<file path="config.mk">
export PLATFORM = sky130hd
export DESIGN_NAME = pid_error_stage_flat
export DESIGN_NICKNAME = d
export VERILOG_FILES = /design/src/rtl/pid_pkg.sv /design/src/rtl/pid_error_stage_if.sv /design/src/rtl/sat_addsub.sv /design/src/rtl/pid_error_stage.sv /design/src/flat_wrapper.sv
export SDC_FILE = /design/constraint.sdc
export NUM_CORES = 1
export LEC_CHECK = 0
export ABC_AREA = 1
export BUFFER_PORTS_ARGS = -buffer_cell sky130_fd_sc_hd__clkbuf_2
export CAP_MARGIN = 20
export CORE_AREA = 2 2 91 93
export CTS_BUF_LIST = sky130_fd_sc_hd__clkbuf_4 sky130_fd_sc_hd__clkbuf_8
export CTS_CLUSTER_SIZE = 24
export DETAILED_ROUTE_END_ITERATION = 8
export DIE_AREA = 0 0 93 95
export PLACE_DENSITY = 0.59
export SLEW_MARGIN = 0
export SYNTH_ARGS = -nofsm -noshare
export SYNTH_HDL_FRONTEND = slang
export SYNTH_HIERARCHICAL = 1
export SYNTH_SLANG_ARGS = --single-unit
</file>
<file path="constraint.sdc">
create_clock -name clk -period 2.1 [get_ports clk]
set_input_delay 0 -clock clk [delete_from_list [all_inputs] [get_ports clk]]
set_output_delay 0 -clock clk [all_outputs]
set_load 0.02 [all_outputs]
</file>
<file path="src/rtl/pid_pkg.sv">
// ============================================================================
// Module      : pid_pkg
// Description : Shared width, saturation bounds and FSM state type for the
//               PID error stage.
// Revision    : 1.0 - initial release
// ============================================================================
`default_nettype none

package pid_pkg;

    localparam int PID_W = 6;

    // Flag positions inside sat_flags {d,i,p}
    localparam int FLAG_P = 0;
    localparam int FLAG_I = 1;
    localparam int FLAG_D = 2;

    function automatic int sat_max_f(input int w);
        return (1 << (w - 1)) - 1;
    endfunction

    function automatic int sat_min_f(input int w);
        return -(1 << (w - 1));
    endfunction

    localparam logic signed [PID_W-1:0] SAT_MAX = PID_W'(sat_max_f(PID_W));
    localparam logic signed [PID_W-1:0] SAT_MIN = PID_W'(sat_min_f(PID_W));

    typedef enum logic [1:0] {
        ST_IDLE    = 2'd0,
        ST_COMPUTE = 2'd1,
        ST_PRESENT = 2'd2
    } pid_state_e;

endpackage

`default_nettype wire

</file>
<file path="src/rtl/pid_error_stage_if.sv">
// ============================================================================
// Module      : pid_error_stage_if
// Description : Sample-in / terms-out handshake bundle of the PID error stage.
// Revision    : 1.0 - initial release
// ============================================================================
`default_nettype none

interface pid_error_stage_if
    import pid_pkg::*;
#(
    parameter int W = PID_W
) ();

    logic signed [W-1:0] setpoint;
    logic signed [W-1:0] feedback;
    logic                sample_valid;
    logic                sample_ready;
    logic signed [W-1:0] err_p;
    logic signed [W-1:0] err_i;
    logic signed [W-1:0] err_d;
    logic                out_valid;
    logic                mult_ready;
    logic [2:0]          sat_flags;

    modport master (
        output setpoint, feedback, sample_valid, mult_ready,
        input  sample_ready, err_p, err_i, err_d, out_valid, sat_flags
    );

    modport slave (
        input  setpoint, feedback, sample_valid, mult_ready,
        output sample_ready, err_p, err_i, err_d, out_valid, sat_flags
    );

endinterface

`default_nettype wire

</file>
<file path="src/rtl/sat_addsub.sv">
// ============================================================================
// Module      : sat_addsub
// Description : W-bit signed add/subtract evaluated at W+1 bits, clamped to
//               the W-bit signed range, with a clamp indicator.
// Revision    : 1.0 - initial release
// ============================================================================
`default_nettype none

module sat_addsub
    import pid_pkg::*;
#(
    parameter int W = PID_W
) (
    input  wire logic signed [W-1:0] a_i,
    input  wire logic signed [W-1:0] b_i,
    input  wire logic                sub_i,
    output logic signed [W-1:0]      y_o,
    output logic                     ovf_o
);

    localparam logic signed [W:0] c_HI = (W+1)'(sat_max_f(W));
    localparam logic signed [W:0] c_LO = (W+1)'(sat_min_f(W));

    logic signed [W:0] w_a_x;
    logic signed [W:0] w_b_x;
    logic signed [W:0] w_r_x;
    logic              w_hi;
    logic              w_lo;

    always_comb begin
        w_a_x = {a_i[W-1], a_i};
        w_b_x = {b_i[W-1], b_i};
        w_r_x = sub_i ? (w_a_x - w_b_x) : (w_a_x + w_b_x);
        w_hi  = (w_r_x > c_HI);
        w_lo  = (w_r_x < c_LO);
        ovf_o = w_hi | w_lo;
        if (w_hi) begin
            y_o = c_HI[W-1:0];
        end else if (w_lo) begin
            y_o = c_LO[W-1:0];
        end else begin
            y_o = w_r_x[W-1:0];
        end
    end

endmodule

`default_nettype wire

</file>
<file path="src/rtl/pid_error_stage.sv">
// ============================================================================
// Module      : pid_error_stage
// Description : Forms saturated P, I and D error terms from a setpoint /
//               feedback pair and hands them to the multiplier stage.
// Revision    : 1.0 - initial release
// ============================================================================
`default_nettype none

module pid_error_stage
    import pid_pkg::*;
#(
    parameter int W = PID_W
) (
    input  wire logic           clk,
    input  wire logic           rst_n,
    input  wire logic           ena,
    input  wire logic           int_clr,
    pid_error_stage_if.slave    bus
);

    pid_state_e          state_q;
    logic signed [W-1:0] err_p_q;
    logic signed [W-1:0] err_i_q;
    logic signed [W-1:0] err_d_q;
    logic signed [W-1:0] e_prev_q;
    logic                out_valid_q;
    logic                sample_ready_q;
    logic [2:0]          sat_flags_q;

    logic signed [W-1:0] w_e;
    logic signed [W-1:0] w_i_sum;
    logic signed [W-1:0] w_d_diff;
    logic signed [W-1:0] w_d_ref;
    logic                w_ovf_p;
    logic                w_ovf_i;
    logic                w_ovf_d;
    logic [2:0]          w_flags_base;

    // A clear in COMPUTE makes the derivative reference zero for this sample.
    assign w_d_ref      = int_clr ? '0 : e_prev_q;
    assign w_flags_base = int_clr ? 3'b000 : sat_flags_q;

    sat_addsub #(.W(W)) u_sat_p (
        .a_i   (bus.setpoint),
        .b_i   (bus.feedback),
        .sub_i (1'b1),
        .y_o   (w_e),
        .ovf_o (w_ovf_p)
    );

    sat_addsub #(.W(W)) u_sat_i (
        .a_i   (err_i_q),
        .b_i   (err_p_q),
        .sub_i (1'b0),
        .y_o   (w_i_sum),
        .ovf_o (w_ovf_i)
    );

    sat_addsub #(.W(W)) u_sat_d (
        .a_i   (err_p_q),
        .b_i   (w_d_ref),
        .sub_i (1'b1),
        .y_o   (w_d_diff),
        .ovf_o (w_ovf_d)
    );

    always_ff @(posedge clk or negedge rst_n) begin
        if (!rst_n) begin
            state_q        <= ST_IDLE;
            err_p_q        <= '0;
            err_i_q        <= '0;
            err_d_q        <= '0;
            e_prev_q       <= '0;
            out_valid_q    <= 1'b0;
            sample_ready_q <= 1'b1;
            sat_flags_q    <= 3'b000;
        end else if (ena) begin
            if (int_clr) begin
                err_i_q     <= '0;
                e_prev_q    <= '0;
                sat_flags_q <= 3'b000;
            end
            case (state_q)
                ST_IDLE: begin
                    if (bus.sample_valid) begin
                        err_p_q        <= w_e;
                        sat_flags_q    <= w_flags_base | {1'b0, 1'b0, w_ovf_p};
                        sample_ready_q <= 1'b0;
                        state_q        <= ST_COMPUTE;
                    end
                end
                ST_COMPUTE: begin
                    err_d_q     <= w_d_diff;
                    out_valid_q <= 1'b1;
                    state_q     <= ST_PRESENT;
                    if (!int_clr) begin
                        err_i_q     <= w_i_sum;
                        e_prev_q    <= err_p_q;
                        sat_flags_q <= sat_flags_q | {w_ovf_d, w_ovf_i, 1'b0};
                    end
                end
                ST_PRESENT: begin
                    if (bus.mult_ready) begin
                        out_valid_q    <= 1'b0;
                        sample_ready_q <= 1'b1;
                        state_q        <= ST_IDLE;
                    end
                end
                default: begin
                    out_valid_q    <= 1'b0;
                    sample_ready_q <= 1'b1;
                    state_q        <= ST_IDLE;
                end
            endcase
        end
    end

    assign bus.err_p        = err_p_q;
    assign bus.err_i        = err_i_q;
    assign bus.err_d        = err_d_q;
    assign bus.out_valid    = out_valid_q;
    assign bus.sample_ready = sample_ready_q;
    assign bus.sat_flags    = sat_flags_q;

endmodule

`default_nettype wire

</file>
<file path="src/flat_wrapper.sv">
// flat-port wrapper written by rule: the top's interface ports become plain ports
module pid_error_stage_flat import pid_pkg::*;
#(
    parameter int W = PID_W
)
  (clk, rst_n, ena, int_clr, bus_setpoint, bus_feedback, bus_sample_valid, bus_mult_ready, bus_sample_ready, bus_err_p, bus_err_i, bus_err_d, bus_out_valid, bus_sat_flags);
  pid_error_stage_if #(.W(W)) bus_i ();
  input  wire logic clk;
  input  wire logic rst_n;
  input  wire logic ena;
  input  wire logic int_clr;
  input wire logic [$bits(bus_i.setpoint)-1:0] bus_setpoint;
  input wire logic [$bits(bus_i.feedback)-1:0] bus_feedback;
  input wire logic [$bits(bus_i.sample_valid)-1:0] bus_sample_valid;
  input wire logic [$bits(bus_i.mult_ready)-1:0] bus_mult_ready;
  output wire logic [$bits(bus_i.sample_ready)-1:0] bus_sample_ready;
  output wire logic [$bits(bus_i.err_p)-1:0] bus_err_p;
  output wire logic [$bits(bus_i.err_i)-1:0] bus_err_i;
  output wire logic [$bits(bus_i.err_d)-1:0] bus_err_d;
  output wire logic [$bits(bus_i.out_valid)-1:0] bus_out_valid;
  output wire logic [$bits(bus_i.sat_flags)-1:0] bus_sat_flags;
  assign bus_i.setpoint = bus_setpoint;
  assign bus_i.feedback = bus_feedback;
  assign bus_i.sample_valid = bus_sample_valid;
  assign bus_i.mult_ready = bus_mult_ready;
  assign bus_sample_ready = bus_i.sample_ready;
  assign bus_err_p = bus_i.err_p;
  assign bus_err_i = bus_i.err_i;
  assign bus_err_d = bus_i.err_d;
  assign bus_out_valid = bus_i.out_valid;
  assign bus_sat_flags = bus_i.sat_flags;
  pid_error_stage #(.W(W)) u_core (.clk(clk), .rst_n(rst_n), .ena(ena), .int_clr(int_clr), .bus(bus_i));
endmodule
</file>
==> impl_results.md, run 1 <==
- Status: complete, but fails checks
- Violated checks: negative setup slack
- Largest fanout on the critical path: 6
- Starting DRT DRC Count: 96
- First-pass GRT wire length: 12.1 mm
- Crit path buf inv count: 4
- Period utilization: 105%
- Vias in the first global route: 2742
- Die width: 93 um
- TritonCTS Buffers: 5
- Synthesized area: 3060 sq um
- Number of synthesized flops with an enable pin: 0
- Clk buf depth: 2
- Number of routed nets with antenna violations: 0
- Yosys top cell by area: dfrtp_1
- Via Count: 2924
- Crit-path max cell delay: 420 ps
- Detailed placer's ending HPWL: 5.75 mm
- Vias per cell: 4.57
- Drt pass-1 iters: 5
- RSZ-0062 raised after global routing: yes
- Gr ovfl total: 0
- Yosys top cell area share: 24.6%
- Asr flop ratio synth: 100%
- CP endpoint kind: flop
- Area grow syn2layout: 29.0%
- Drt wl/cell: 11.7 um
- # clock sinks: 31
- Crit-path cells: inv_2 -> ha_4 -> a21oi_2 -> xor2_1 -> inv_1 -> ha_4 -> nand2_4 -> inv_2 -> nand2_2 -> nand2_2 -> nor2_4 -> inv_2 -> nand2_4 -> nand3_4 -> nand2_2 -> nand2_1 -> nand2_1 -> nand2_1
- PnR worst setup slack: -95.3 ps
- CP Data Arrival Time: 2380 ps
- Startpoint Class: flop
- Clk_skew: 8.95 ps
- Final #Nets: 576
- Critical path type: flop to flop
- Drt drc: 0
- Tightest Hold Check Type: input port to flop
- Leakage: 2.24 nW
- CP Depth: 18
- Top cells by count, synth: nand2_1, inv_1, nor2_1
- Site row count: 33
- Top delay family on crit path: simple AND/OR/NAND/NOR gates
- Antenna Diode Count: 0
- Ports: 41
- Final Hold Viols: 0
- Design area: 3940 sq um
- H-tree Lvls: 2
- Initial core utilization: 38.5%
- Clock Tree Root: clkbuf_8
- Worst vdd ir: 0.645 mV
- Min cycle time layout: 2200 ps
- Slew @ Worst Pin: 852 ps
- Relative slew slack: 43.2%
- PD cells: 1640 nW/um^2
- Fmax: 456 MHz
- GP Congestion: 0.831
- Cells after Synth: 462
- Yosys warning count: 6
- Largest net degree at the start of global routing: 32
- Layout cell share with drive strength beyond 1: 32.9%
- Core Box Area: 7930 sq um
- Final slew viol count: 0
- Register area share after synthesis: 25.4%
- Count leader, synth: nand2_1
- # setup viols final: 7
- Cell variety after synth: 28
- Largest cells by area after synthesis: dfrtp_1, nand2_1, inv_1, ha_1, nor2_1
- Clk pin slew, worst setup/hold paths: 70 ps
- Synthesis-stage register bit count: 31
- Number of antenna violations at the first check in global routing: 0
- Post-synth top flop: dfrtp_1
- Die area: 8840 sq um
- # Max-Cap Violations: 0
- Die Y: 95 um
- Total Wirelength: 7.46 mm
- Hold path depth: 4
- CP max stage cell: dfrtp_2
- Area after DPL: 3600 sq um
- Per-instance average area after synthesis: 6.61 sq um
- CTS tree: done
- Clk_lat worst skew: 290 ps
- Total Routing Usage GR: 17.1%
- Hold WS: 76.6 ps
- FF-to-FF path depth: 18
- Port bufs: 40
- Worst EP required: 2280 ps
[worst min-delay path, delay by kind of cell]
| kind | cells | cell delay (ps) |
|---|---|---|
| AO/OA/AOI/OAI | 2 | 180 |
| AND/OR/NAND/NOR | 1 | 50 |
| buffers and inverters | 1 | 90 |
[cells in the final DEF, fill, tap and decap left out, drive strengths merged]
master	count
nand2	161
inv	94
clkbuf	47
nor2	45
buf	30
dfrtp	30
a21oi	27
nand3	24
ha	21
xor2	15
o21ai	14
xnor2	6
nor3	6
conb	3
nand4	3
a31oi	3
fa	3
clkinv	1
dlygate4sd3	1
dfstp	1
[what timing repair did]
| item | 4_1_cts | 5_1_grt |
|---|---|---|
| setup buffers | 0 | 5 |
| hold buffers | 1 | 0 |
| cloned | 0 | 0 |
| resized for setup | 7 | 44 |
| setup endpoints to repair | 8 | 14 |
| pin swaps | 2 | 27 |
| hold endpoints to repair | 30 | 0 |
[where the power goes]
group | internal, mW | leakage, nW | switching (mW) | total (mW)
Combinational | 2.05 | 1.80 | 2.84 | 4.90
Clock | 0.277 | 0.0517 | 0.234 | 0.512
Sequential | 0.837 | 0.386 | 0.235 | 1.07
[per-stage QoR]
| stage | worst slack [ps] | utilization [%] | power, mW | TNS, ps | cells |
|---|---|---|---|---|---|
| 2_1_floorplan | -39.6 | - | 4.18 | -125 | 463 |
| 3_3_place_gp | -42.1 | 45.4 | 5.25 | -80.4 | 626 |
| 3_5_place_dp | -128 | 45.4 | 5.35 | -555 | 626 |
| 4_1_cts | -89.8 | 47.1 | 5.98 | -343 | 635 |
| 5_1_grt | -305 | 49.7 | 7.17 | -2390 | 640 |
| 6_report | -95.3 | 49.7 | 6.48 | -531 | 640 |
[path summary, 6_finish.rpt]
kind / endpoint / slack, ps / start
min: u_core/bus.out_valid / 80 / bus_mult_ready
min in group asynchronous: u_core/bus.err_d[5] / 350 / rst_n
max: u_core/bus.err_i[0] / -100 / u_core/bus.err_p[0]
max reg2reg: u_core/bus.err_i[0] / -100 / u_core/bus.err_p[0]
min reg2reg: u_core/bus.sample_ready / 470 / u_core/bus.sample_ready
max in group asynchronous: u_core/bus.err_p[3] / 1160 / rst_n
[state kept, by name (all words and copies together), names as in the netlist]
register	cells
u_core/bus.sat_flags	3
u_core/bus.out_valid	1
u_core/e_prev_q	6
u_core/state_q	2
u_core/bus.err_d	6
u_core/bus.err_p	6
u_core/bus.err_i	6
u_core/bus.sample_ready	1
[area by class of cell]
type / count / area [sq um]
fill: 826 / 3990
sequential: 31 / 783
timing repair buffer: 71 / 443
clock buffer: 7 / 90.1
tap: 105 / 131
multi-input combinational: 331 / 2140
inverter: 94 / 353
clock inverter: 1 / 5.00
[metal layers]
layer / global-route usage [%] / wire length, um / share of wire [%]
met1: 22.0 / 3590 / 48
met2: 29.6 / 3610 / 48
met3: 2.87 / 167 / 2.2
met4: 4.78 / 87 / 1.2
met5: 0 / 0 / 0
[logic make-up (layout without fill, tap and decap cells)]
kind of cell	after synthesis	count (layout)	synth area share [%]
xor gates and xnor gates	21	21	6.02
and+or+nand+nor	239	239	37.2
AOI/OAI and AO/OA	44	44	7.33
adders and majority gates	24	24	10.6
buffers and inverters	101	173	13.2
other	2	3	0.246
DFF	31	31	25.4
Note: power is estimated with default switching activity, not from simulation.
==> inputs of run 2 (changes only) <==
--- a/config.mk
+++ b/config.mk
@@ -13,6 +13,7 @@
 export CTS_CLUSTER_SIZE = 24
 export DETAILED_ROUTE_END_ITERATION = 8
 export DIE_AREA = 0 0 93 95
+export HOLD_SLACK_MARGIN = 0.08
 export PLACE_DENSITY = 0.59
 export SLEW_MARGIN = 0
 export SYNTH_ARGS = -nofsm -noshare
==> impl_results.md, run 2 (synthesis gave the netlist of run 1 again) <==
- Final slew viol count: 0 (unchanged)
- Worst EP required: 2290 ps (about the same)
- Startpoint Class: flop
- Number of routed nets with antenna violations: 0 (unchanged)
- Gr ovfl total: 0 (unchanged)
- H-tree Lvls: 2 (unchanged)
- Final #Nets: 577 (+0.17%)
- Commonest non-fill, non-tap cells in the layout: nand2_1, inv_1, clkbuf_2, nor2_1
- # setup viols final: 7 (unchanged)
- Min cycle time layout: 2190 ps (-0.948 ps)
- Area after DPL: 3600 sq um (unchanged)
- Status: complete, but fails checks
- Drt drc: 0 (unchanged)
- Starting DRT DRC Count: 93 (-3.1%)
- Relative slew slack: 43.6% (+0.40 points)
- Port bufs: 40 (unchanged)
- Drt pass-1 iters: 4 (-1)
- Core Box Area: 7930 sq um (unchanged)
- # Max-Cap Violations: 0 (unchanged)
- Number of antenna violations at the first check in global routing: 0 (unchanged)
- First-pass GRT wire length: 12.2 mm (+0.11%)
- Total Routing Usage GR: 17.1% (about the same)
- CTS tree: done
- Via Count: 2915 (-0.31%)
- CP Data Arrival Time: 2380 ps (about the same)
- Die width: 93 um (unchanged)
- Clk pin slew, worst setup/hold paths: 80 ps (about the same)
- Clk_skew: 10.5 ps (+1.59 ps)
- Largest net degree at the start of global routing: 32 (unchanged)
- Fmax: 456 MHz (about the same)
- Hold WS: 99.2 ps (+22.6 ps)
- Detailed placer's ending HPWL: 5.75 mm (unchanged)
- Antenna Diode Count: 0 (unchanged)
- Clk_lat worst skew: 290 ps (about the same)
- Switching fraction of total power: 51.1% (about the same)
- Design area: 3950 sq um (+0.25%)
- Tightest Hold Check Type: input port to flop
- Die Y: 95 um (unchanged)
- Clock Tree Root: clkbuf_8
- TritonCTS Buffers: 5 (unchanged)
- Ports: 41 (unchanged)
- Initial core utilization: 38.5% (unchanged)
- Total Wirelength: 7.40 mm (-0.70%)
- Vias in the first global route: 2745 (+0.11%)
- Vias per cell: 4.55 (-0.46%)
- Critical path type: flop to flop
- CP endpoint kind: flop
- Layout cell share with drive strength beyond 1: 32.8% (-0.061 points)
- Site row count: 33 (unchanged)
- Leakage: 2.24 nW (+0.19%)
- NetSw: 3.32 mW (about the same)
- Largest fanout on the critical path: 6 (unchanged)
- Final Hold Viols: 0 (unchanged)
- Filler instances: 825 (-0.12%)
- Seq pwr share: 16.5% (about the same)
- Area grow syn2layout: 29.3%
- Die area: 8840 sq um (unchanged)
- RSZ-0062 raised after global routing: yes
- # clock sinks: 31 (unchanged)
- Clock network power share: 7.9% (about the same)
- Slew @ Worst Pin: 846 ps (-6.05 ps)
- PD cells: 1640 nW/um^2 (-0.20%)
- Most common cell after layout, fill and taps aside: nand2_1
- Cell internal pwr: 3.17 mW (about the same)
- Comb power frac: 75.6% (about the same)
- Clk buf depth: 2 (unchanged)
- Drt wl/cell: 11.6 um (-0.85%)
- Violated checks: negative setup slack
- PnR worst setup slack: -94.4 ps (+0.948 ps)
- Period utilization: 104% (about the same)
- GP Congestion: 0.831 (unchanged)
- Worst vdd ir: 0.645 mV (about the same)
==> run 2: worst max-delay path, stage by stage (launching register included) <==
cell     delay (ps)
dfrtp_2         420
inv_2            60
ha_4            160
a21oi_2         140
xor2_1          140
inv_1            80
ha_4            270
nand2_4          80
inv_2            30
nand2_2          40
nand2_2          50
nor2_4          140
inv_2            60
nand2_4          80
nand3_4         100
nand2_2          90
nand2_2          40
nand2_1          50
nand2_1          50
==> run 2: per-layer routing <==
metal / vias up / part of all wire, % / GRT usage [%]
met5: - / 0 / 0
met4: 0 / 1.2 / 4.78
met3: 8 / 2.4 / 2.87
met2: 36 / 48 / 29.6
met1: 1330 / 48 / 22.1
li1: 1541 / - / -
==> run 2: area by class of cell <==
cell class                      instances  area, sq um  area share (%)
Clock buffer                            7         90.1            2.28
Clock inverter                          1         5.00           0.127
Inverter                               94          353            8.93
Multi-Input combinational cell        331         2140            54.1
Sequential cell                        31          783            19.8
Tap cell                              105          131            3.32
Timing Repair Buffer                   72          453            11.5
==> run 2: power groups by stage <==
| stage | sequential (mW) | combinational [mW] | clock (mW) |
|---|---|---|---|
| floorplan | 1.30 | 2.88 | 0 |
| global placement | 1.06 | 4.19 | 0 |
| detailed placement | 1.07 | 4.28 | 0 |
| CTS | 1.07 | 4.37 | 0.531 |
| global route | 1.11 | 5.51 | 0.553 |
| finish | 1.07 | 4.90 | 0.512 |
==> run 2: per-stage QoR <==
| step | power [mW] | cells | setup WS [ps] | setup TNS, ps | util (%) |
|---|---|---|---|---|---|
| 2_1_floorplan | 4.18 | 463 | -39.6 | -125 | - |
| 5_1_grt | 7.17 | 641 | -305 | -2390 | 49.8 |
| 3_3_place_gp | 5.25 | 626 | -42.1 | -80.4 | 45.4 |
| 3_5_place_dp | 5.35 | 626 | -128 | -555 | 45.4 |
| 4_1_cts | 5.98 | 636 | -89.8 | -343 | 47.2 |
| 6_report | 6.49 | 641 | -94.4 | -528 | 49.8 |
==> run 2: repair_timing <==
item	CTS	global route
hold endpoints to repair	31	0
hold buffers	2	0
setup endpoints to repair	8	14
resized for setup	7	44
setup buffers	0	5
pin swaps	2	27
==> run 2: path summary, 6_finish.rpt <==
check                                              from                       to  slack (ps)  cells past startpoint
worst min register to register  u_core/bus.sample_ready  u_core/bus.sample_ready         470                      2
worst min-delay path                   bus_sample_valid  u_core/bus.sample_ready         100                      5
worst max-delay path                u_core/bus.err_p[0]      u_core/bus.err_i[3]         -90                     18
min in group asynchronous                         rst_n      u_core/bus.err_d[4]         340                      2
worst max register to register      u_core/bus.err_p[0]      u_core/bus.err_i[3]         -90                     18
max in group asynchronous                         rst_n      u_core/bus.err_p[3]        1170                      2
==> inputs of run 3 (changes only) <==
--- a/config.mk
+++ b/config.mk
@@ -14,7 +14,8 @@
 export DETAILED_ROUTE_END_ITERATION = 8
 export DIE_AREA = 0 0 93 95
 export HOLD_SLACK_MARGIN = 0.08
-export PLACE_DENSITY = 0.59
+export PLACE_DENSITY = 0.57
+export SETUP_SLACK_MARGIN = 0.02
 export SLEW_MARGIN = 0
 export SYNTH_ARGS = -nofsm -noshare
 export SYNTH_HDL_FRONTEND = slang
==> constraint.sdc (replaced) <==
create_clock -name clk -period 2.5 [get_ports clk]
set_input_delay 0 -clock clk [delete_from_list [all_inputs] [get_ports clk]]
set_output_delay 0 -clock clk [all_outputs]
set_load 0.02 [all_outputs]
==> impl_results.md, run 3 (synthesis gave the netlist of run 1 again) <==
- Top Usage Layer GRT: met2
- CP endpoint kind: flop
- H-tree Lvls: 2 (unchanged)
- Most common cell after layout, fill and taps aside: nand2_1
- Drt drc: 0 (unchanged)
- Period utilization: 93.7% (-11 points)
- Drt wl/cell: 10.4 um (-9.6%)
- Layout cell share with drive strength beyond 1: 21.2% (-12 points)
- TritonCTS Buffers: 5 (unchanged)
- Vias in the first global route: 2613 (-4.8%)
- Via Count: 2770 (-5.0%)
- Filler instances: 861 (+4.4%)
- Global routing usage on met3: 2.55% (-0.32 points)
- Number of routed nets with antenna violations: 0 (unchanged)
- GP Congestion: 0.830 (-0.18%)
- Global routing usage on met2: 26.9% (-2.8 points)
- Die area: 8840 sq um (unchanged)
- Initial core utilization: 38.5% (unchanged)
- R2R Path End: u_core/bus.sat_flags[1]
- Hold Startpoint: bus_sample_valid
- Met1 usage: 20.7% (-1.4 points)
- Slew @ Worst Pin: 767 ps (-78.6 ps)
- First-pass GRT wire length: 11.3 mm (-6.9%)
- Relative slew slack: 48.9% (+5.2 points)
- Fmax: 427 MHz (-6.4%)
- Drt pass-1 iters: 4 (unchanged)
- Clk_lat worst skew: 270 ps (-20 ps)
- Total Power: 4.53 mW (-30%)
- Area after DPL: 3400 sq um (-5.6%)
- Clock network power share: 8.6% (+0.7 points)
- Clk pin slew, worst setup/hold paths: 60 ps (-20 ps)
- Worst EP required: 2700 ps (+410 ps)
- FF-to-FF path depth: 17 (-1)
- Register area: 777 sq um (-0.80%)
- Min cycle time layout: 2340 ps (+149 ps)
- Leakage: 2.11 nW (-5.8%)
- Final #Nets: 555 (-3.8%)
- Largest net degree at the start of global routing: 32 (unchanged)
- Clk_skew: 3.46 ps (-7.08 ps)
- Vias per cell: 4.47 (-1.6%)
- Clock Tree Root: clkbuf_8
- Ports: 41 (unchanged)
- Worst vdd ir: 0.398 mV (-38%)
- Critical path type: flop to flop
- Fin util: 44.6% (-5.2 points)
- Antenna Diode Count: 0 (unchanged)
- Port bufs: 40 (unchanged)
- Starting DRT DRC Count: 80 (-14%)
- Cell internal pwr: 2.16 mW (-32%)
- Total Wirelength: 6.46 mm (-13%)
- Startpoint Class: flop
- CP Data Arrival Time: 2540 ps (+160 ps)
- Gr ovfl total: 0 (unchanged)
- Total Routing Usage GR: 15.7% (-1.4 points)
- Tightest Hold Check Type: input port to flop
- Critical R2R Launch: u_core/bus.err_p[0]
- # setup viols final: 0 (-7)
- Hold Crit Endpoint: u_core/bus.sample_ready
- Non-filler cells, final: 619 (-3.4%)
- Number of antenna violations at the first check in global routing: 0 (unchanged)
- Clk buf depth: 2 (unchanged)
- Area grow syn2layout: 15.8%
- Final Hold Viols: 0 (unchanged)
- Status: finished, final reports clean
- PD cells: 1280 nW/um^2 (-22%)
- Area occupied by multi-input gates: 1910 sq um (-11%)
- Final slew viol count: 0 (unchanged)
- Die Y: 95 um (unchanged)
- Die width: 93 um (unchanged)
- Setup TNS: 0 ps (+528 ps)
- Hold path depth: 5 (unchanged)
- Reg2reg setup slack: 160 ps (+250 ps)
- Commonest non-fill, non-tap cells in the layout: nand2_1, inv_1, clkbuf_2, nor2_1, dfrtp_1
- Design area: 3540 sq um (-10%)
- Comb power frac: 72.2% (-3.4 points)
- NetSw: 2.37 mW (-29%)
- Detailed placer's ending HPWL: 5.25 mm (-8.6%)
- Seq pwr share: 19.2% (+2.7 points)
- Core Box Area: 7930 sq um (unchanged)
- Dpl cells: 609 (-2.7%)
- # Max-Cap Violations: 0 (unchanged)
- CTS tree: done
- Switching fraction of total power: 52.4% (+1.2 points)
- # clock sinks: 31 (unchanged)
- Site row count: 33 (unchanged)
- Largest fanout on the critical path: 6 (unchanged)
-- run 3: cell count changes in the layout (fill, tap and decap cells not counted), sizes merged --
cell | before | now
buf | 30 | 9
dlygate4sd3 | 2 | 1
-- run 3: worst max path at each step --
| stage | from | end | cells past startpoint |
|---|---|---|---|
| 2_1_floorplan | u_core/bus.err_p[1] | u_core/bus.sat_flags[1] | 17 |
| 4_1_cts | u_core/bus.err_p[1] | u_core/bus.sat_flags[1] | 17 |
| 6_report | u_core/bus.err_p[0] | u_core/bus.sat_flags[1] | 17 |
| 3_3_place_gp | u_core/bus.err_p[1] | u_core/bus.sat_flags[1] | 17 |
| 5_1_grt | u_core/bus.err_p[1] | u_core/bus.sat_flags[1] | 17 |
| 3_5_place_dp | u_core/bus.err_p[1] | u_core/bus.sat_flags[1] | 17 |
-- run 3: through the flow --
stage	setup WS [ps]	hold slack, ps
6_report	157	109
3_5_place_dp	39.8	132
4_1_cts	72.9	90.2
3_3_place_gp	129	127
2_1_floorplan	97.3	-296
5_1_grt	-23.7	125
-- run 3: timing repair --
item / CTS / global route
buffers inserted: 1 / 0
pin swaps: 0 / 2
setup endpoints to repair: 1 / 7
hold buffers: 1 / 0
hold endpoints to repair: 30 / 0
gates resized for setup: 0 / 7
-- run 3: layout make-up --
cell class                 count  area share, %
multi-input combinational    331           54.0
clock buffer                   7           2.37
inverter                      94           9.98
sequential                    31           22.0
timing repair buffer          50           7.85
clock inverter                 1          0.141
tap                          105           3.71
-- run 3: critical path, cell delays in order, from the launching register on --
cell     delay (ps)
dfrtp_1         390
inv_1            60
ha_1            240
a21oi_2         170
xor2_1          160
inv_1            90
ha_4            240
nand2_2          70
inv_1            40
nand2_1          50
nand2_1          50
nor2_2          150
nand3_2         130
nand2_2         110
nand2_4          70
nand2_1          60
nand2_1          50
a21oi_1         130
-- run 3: routing by layer --
metal	wire length, um	vias up
met2	3010	42
met4	71	0
met5	0	-
li1	-	1497
met3	190	6
met1	3190	1225
-- run 3: power by group through the flow --
stage	clock network (mW)	logic (mW)	registers, mW
6_report	0.390	3.27	0.870
5_1_grt	0.435	3.77	0.898
4_1_cts	0.410	3.24	0.867
3_5_place_dp	0	3.21	0.881
3_3_place_gp	0	3.20	0.869
2_1_floorplan	0	2.31	1.07
